## config.mk

```make
export PLATFORM = sky130hd
export DESIGN_NAME = six_bit_sign_mag_decoder
export DESIGN_NICKNAME = d
export VERILOG_FILES = /design/src/rtl/six_bit_sign_mag_decoder.sv
export SDC_FILE = /design/constraint.sdc
export NUM_CORES = 1
export LEC_CHECK = 0
export ABC_AREA = 1
export CORE_MARGIN = 3
export CORE_UTILIZATION = 30
export DETAILED_ROUTE_END_ITERATION = 8
export DONT_BUFFER_PORTS = 1
export PLACE_DENSITY = 0.52
export REMOVE_ABC_BUFFERS = 1
export SLEW_MARGIN = 0
export SYNTH_ARGS = -nofsm -noshare
export SYNTH_HDL_FRONTEND = slang
export SYNTH_SLANG_ARGS = --single-unit
```

## constraint.sdc

```tcl
create_clock -name clk -period 1 [get_ports clk]
set_input_delay 0.2 -clock clk [delete_from_list [all_inputs] [get_ports clk]]
set_output_delay 0.2 -clock clk [all_outputs]
set_load 0.03 [all_outputs]
```

## src/rtl/six_bit_sign_mag_decoder.sv

```systemverilog
// rtl/six_bit_sign_mag_decoder.sv - bit-serial two's-complement to sign-magnitude converter
// One bit per cycle, LSB first; result held in DONE until the consumer accepts it.
module six_bit_sign_mag_decoder (
  input  logic       clk,
  input  logic       rst_n,
  input  logic       in_valid,
  output logic       in_ready,
  input  logic [5:0] in_data,
  output logic       out_valid,
  input  logic       out_ready,
  output logic       out_sign,
  output logic [5:0] out_mag
);

  typedef enum logic [1:0] {
    IDLE = 2'd0,
    CONV = 2'd1,
    DONE = 2'd2
  } state_t;

  state_t     state_q;
  logic       sign_q;
  logic       seen_one_q;
  logic [5:0] data_sr_q;
  logic [5:0] mag_sr_q;
  logic [2:0] bit_cnt_q;
  logic       in_ready_q;
  logic       out_valid_q;
  logic       out_sign_q;
  logic [5:0] out_mag_q;

  logic       cur_bit;
  logic       out_bit;
  logic [5:0] mag_sr_d;

  // Negate by copying up to and including the first 1, then inverting the rest.
  always_comb begin
    cur_bit  = data_sr_q[0];
    out_bit  = (sign_q && seen_one_q) ? ~cur_bit : cur_bit;
    mag_sr_d = {out_bit, mag_sr_q[5:1]};
  end

  always_ff @(posedge clk or negedge rst_n) begin
    if (!rst_n) begin
      state_q     <= IDLE;
      sign_q      <= 1'b0;
      seen_one_q  <= 1'b0;
      data_sr_q   <= 6'd0;
      mag_sr_q    <= 6'd0;
      bit_cnt_q   <= 3'd0;
      in_ready_q  <= 1'b1;
      out_valid_q <= 1'b0;
      out_sign_q  <= 1'b0;
      out_mag_q   <= 6'd0;
    end else begin
      case (state_q)
        IDLE: begin
          if (in_valid) begin
            sign_q     <= in_data[5];
            data_sr_q  <= in_data;
            seen_one_q <= 1'b0;
            mag_sr_q   <= 6'd0;
            bit_cnt_q  <= 3'd0;
            in_ready_q <= 1'b0;
            state_q    <= CONV;
          end
        end
        CONV: begin
          seen_one_q <= seen_one_q | cur_bit;
          data_sr_q  <= {1'b0, data_sr_q[5:1]};
          mag_sr_q   <= mag_sr_d;
          bit_cnt_q  <= bit_cnt_q + 3'd1;
          if (bit_cnt_q == 3'd5) begin
            state_q     <= DONE;
            out_valid_q <= 1'b1;
            out_sign_q  <= sign_q;
            out_mag_q   <= mag_sr_d;
          end
        end
        DONE: begin
          if (out_ready) begin
            state_q     <= IDLE;
            out_valid_q <= 1'b0;
            in_ready_q  <= 1'b1;
          end
        end
        default: begin
          state_q     <= IDLE;
          in_ready_q  <= 1'b1;
          out_valid_q <= 1'b0;
        end
      endcase
    end
  end

  assign in_ready  = in_ready_q;
  assign out_valid = out_valid_q;
  assign out_sign  = out_sign_q;
  assign out_mag   = out_mag_q;

endmodule

```

# After elaboration in Yosys (flattened, before gate mapping)
# Index checks and enable logic that the tools add are counted.
# totals
reg_bits	28
wordCells	48
input_bits	10
# classes
n_reduce_logical	9
bitwise	4
muxes	18
add_sub_neg	1
n_eq_ne	6
# ops
cell	count
$pmux 6 s2	2
$mux 6	2
$reduce_and 3->1	3
$mux 2	3
$ne 2x2->1 const B	3
$pmux 1 s3	2
$pmux 2 s3	1
$pmux 3 s2	1
$reduce_and 2->1	3
$mux 1	5
$add 3x1->3 const B	1
$eq 3x3->1 const B	1
$mux 3	1
$not 1->1	3
$eq 2x1->1 const B	1
$eq 2x2->1 const B	1
$logic_not 2->1	1
$pmux 1 s2	1
$reduce_bool 2->1	1
$logic_and 1x1->1	1
$or 1x1->1	1

# Logic depth before layout (Yosys ltp)
# logic_depth
word_depth	3
mapped_depth	8
ltp_nobuf	7

# Least setup slack after synthesis
# OpenSTA, ideal clock, no wires.
# synth_path
path_type	reg-to-reg
startpoint	register bit_cnt_q[1]
endpoint	register out_mag_q[3] (netlist: out_mag[3])
setup_ns	0.119
required_time_ns	0.881
arrival_time_ns	1.035
synth_period_minus_slack_ns	1.153
path_slack_ns	-0.153
n_path_buf	1
path_stages_with_launch	9
cell_sequence	dfrtp_1 > inv_1 > ha_1 > nand2_1 > inv_1 > nand2_4 > buf_6 > nand2_1 > o21ai_2
# synth_between
elab_chain_len	2
# synth_rtl
element	line_no	source
start: declaration	26	logic [2:0] bit_cnt_q;
start signal: assignment	72	bit_cnt_q <= bit_cnt_q + 3'd1;
$eq 3x3->1	73	if (bit_cnt_q == 3'd5) begin
$reduce_and 2->1 (no line)	n/a	
end signal: assignment	77	out_mag_q <= mag_sr_d;
end: declaration	30	logic [5:0] out_mag_q;
# Every way passes these cells.
# A chain may end at the register's enable or synchronous reset.

# Worst setup path after layout
# layout_path
startpoint	register state_q[0]
endpoint	register data_sr_q[0]
# layout_between
elab_chain_len	3
elab_cells_between_ends	6
cone_classes	2 x eq/ne; 1 x mux; 3 x reduce/logical
# layout_rtl
element	line_no	source
start: declaration	21	state_t state_q;
start signal: assignment	45	state_q <= IDLE;
start signal: assignment	65	state_q <= CONV;
start signal: assignment	74	state_q <= DONE;
$eq 2x1->1 / $logic_not 2->1 (equally long branches)	56	case (state_q)
$reduce_bool 2->1 (no line) / $ne 2x2->1 (equally long branches)	n/a	
$reduce_and 2->1 (no line)	n/a	
end signal: assignment	60	data_sr_q <= in_data;
end signal: assignment	70	data_sr_q <= {1'b0, data_sr_q[5:1]};
end: declaration	24	logic [5:0] data_sr_q;
# Parallel ways exist; a longest one is shown, timed or not.

==> impl_metrics.env <==
export IMPL_status="finished with violations"
export IMPL_violations="setup timing"
export IMPL_avgSynthCellArea_um2=8.71
export IMPL_port_buffers=0
export IMPL_synth_edf_count=0
export IMPL_diodes=0
export IMPL_dr_pass1_iters=4
export IMPL_slew_headroom_pct=86.3
export IMPL_cts_buffer_depth=2
export IMPL_route_detailed_wl_per_inst_um=13.2
export IMPL_cts_tree="yes"
export IMPL_globalplace_congestion=0.708
export IMPL_hpwl_um=1750
export IMPL_yosys_area_top_type="dfrtp_1"
export IMPL_slowest_delay_ns=0.45
export IMPL_cp_arrival_ns=1.30
export IMPL_clock_latency_ns=0.27
export IMPL_clkSinkCount=27
export IMPL_finalMaxSlewViolations=0
export IMPL_drt_iter0_drc=48
export IMPL_period_share_pct=113
export IMPL_crit_family="flip-flops"
export IMPL_worst_pin_slew_ns=0.205
export IMPL_ys_top_cells_by_count="nand2_1 (44), dfrtp_1 (26), inv_1 (19), nor2_1 (13), nand3_1 (12)"
export IMPL_dpl_instance_area_um2=1370
export IMPL_timing_fmax_mhz=882
export IMPL_netlist_area_um2=1240
export IMPL_fill_cells=363
export IMPL_grt_pass1_vias=947
export IMPL_cts_inserted_buffers=3
export IMPL_io_pins=19
export IMPL_vdd_ir_drop_max_uv=1120
export IMPL_chipWidth_um=70.4
export IMPL_synth_ff_type="dfrtp_1"
export IMPL_hold_viol=0
export IMPL_design_area_um2=1810
export IMPL_synthArstFlopShare_pct=100
export IMPL_powerDensity_nw_per_um2=3280
export IMPL_final_setup_tns_ns=-2.33
export IMPL_drc=0
export IMPL_fin_nets=176
export IMPL_cp_max_fo=6
export IMPL_start_kind="flip-flop"
export IMPL_yosys_warnings=0
export IMPL_setup_viol=28
export IMPL_grt_first_pass_wirelength_um=4740
export IMPL_crit_path_cell_trace="buf_12, nor2_4, buf_6, nand3_2, nand2_2, nor2_1"
export IMPL_htree_levels=1
export IMPL_synth_cells=143
export IMPL_r2r_slack_ns=-0.13
export IMPL_power_uw=5940
export IMPL_synth_most_common_cell="nand2_1"
export IMPL_ys_seq_area_share_pct=54.4
export IMPL_initial_core_util_pct=32.5
export IMPL_root_buffer="clkbuf_8"
export IMPL_synthTopCellsByArea="dfrtp_1 (52%), nand2_1 (13%), o21ai_2 (6.3%)"
export IMPL_whs_ns=0.0635
export IMPL_cap_violations=0
export IMPL_clk_pin_slew_ns=0.09
export IMPL_drt_total_wl_um=2790
export IMPL_rows=22
export IMPL_rsz0062_at_grt="true"
export IMPL_antenna_found_initial=0
export IMPL_track_usage_pct=12.1
export IMPL_ant_nets=0
export IMPL_crit_path_end_kind="flip-flop"
export IMPL_skew_ns=0.00363
export IMPL_crit_buf_inv=2
export IMPL_grt_max_degree=28
export IMPL_crit_type="reg2reg"
export IMPL_yosys_register_bits=27
export IMPL_post_route_cells_drive_above_1_share_pct=52.8
export IMPL_cp_slowest_cell="dfrtp_2"
export IMPL_layout_setup_ws_ns=-0.134
export IMPL_area_delta_synth_final_pct=45.4
export IMPL_grt_remaining_overflow=0
export IMPL_viasPerCell=4.58
export IMPL_fin_crit_ns=1.13
export IMPL_leakage_uw=0.000825
export IMPL_num_vias=966
export IMPL_dieArea_um2=4960
export IMPL_synth_cell_types=19
export IMPL_min_path_type="in2reg"
export IMPL_die_h_um=70.4
export IMPL_required_ns=1.16
export IMPL_coreArea_um2=3830
export IMPL_yosys_area_top_type_share_pct=52.3
-- final timing paths --
path / cells past startpoint / to / startpoint
max in group asynchronous: 2 / in_ready / rst_n
worst max register to register: 6 / data_sr_q[0] / state_q[0]
worst min register to register: 2 / mag_sr_q[2] / mag_sr_q[3]
worst min-delay path: 2 / in_ready / out_ready
min in group asynchronous: 2 / out_mag[4] / rst_n
worst max-delay path: 6 / data_sr_q[0] / state_q[0]
-- cells by family after synthesis --
kind of cell,synth area share (%)
AOI/OAI and AO/OA,9.65
adders and majority gates,2.01
and+or+nand+nor,24.8
buffers and inverters,9.15
DFF,54.4
-- worst register-to-register path, cell delays in order (launching register included) --
cell	delay, ns
dfrtp_2	0.45
buf_12	0.14
nor2_4	0.11
buf_6	0.16
nand3_2	0.07
nand2_2	0.06
nor2_1	0.03
-- final cells by class --
cell class              instances  area [um2]  share of cell area (%)
multi-input cells              93         721                    39.8
flip-flops and latches         27         689                    38.1
repair buffers                 18         203                    11.2
inverters                      21        91.3                    5.04
well taps                      48        60.1                    3.32
clock buffers                   3        41.3                    2.28
clock inverters                 1        5.00                   0.276
-- through the flow --
step	setup slack, ns	cells	util, %
after floorplan	-0.0907	139	-
after global placement	-0.163	198	35.7
after detailed placement	-0.181	198	35.7
after CTS	-0.120	211	43.9
after global routing	-0.193	211	47.3
final	-0.134	211	47.3
-- cell usage in the layout, fill, tap and decap left out, drive strengths merged --
master,synthesis,final
buf,4,16
clkinv,0,2
dfstp,1,1
o21ai,14,14
inv,21,20
clkbuf,0,3
o31ai,1,1
dfrtp,26,26
nand2,47,49
nand3,12,12
a21oi,1,1
nor2,14,14
ha,2,2
dlygate4sd3,0,2
-- power breakdown --
part | switching [uW] | internal [uW]
logic | 1610 | 1390
clock network | 331 | 279
registers | 720 | 1620
total | 2660 | 3290
-- sequential cells by signal, indices dropped and copies added, names as in the netlist --
signal,flops
data_sr_q,6
out_mag,6
bit_cnt_q,3
sign_q,1
state_q,2
mag_sr_q,5
out_valid,1
in_ready,1
out_sign,1
seen_one_q,1
-- metal layers --
metal	vias to the layer above	share of wire [%]	track usage, %
met3	4	3.4	4.46
met1	455	45	15.8
met5	-	0	0
met2	19	51	18.5
met4	0	0.97	3.62
li1	488	-	-
-- timing repair --
| action | CTS | global route |
|---|---|---|
| pin swaps | 18 | 18 |
| endpoints found under the setup margin | 34 | 28 |
| hold buffers | 2 | 1 |
| buffers inserted | 6 | 0 |
| resized for setup | 57 | 29 |
| gates cloned | 2 | 0 |
| hold endpoints to repair | 27 | 1 |
No activity file was read; power rests on OpenSTA's default activity.
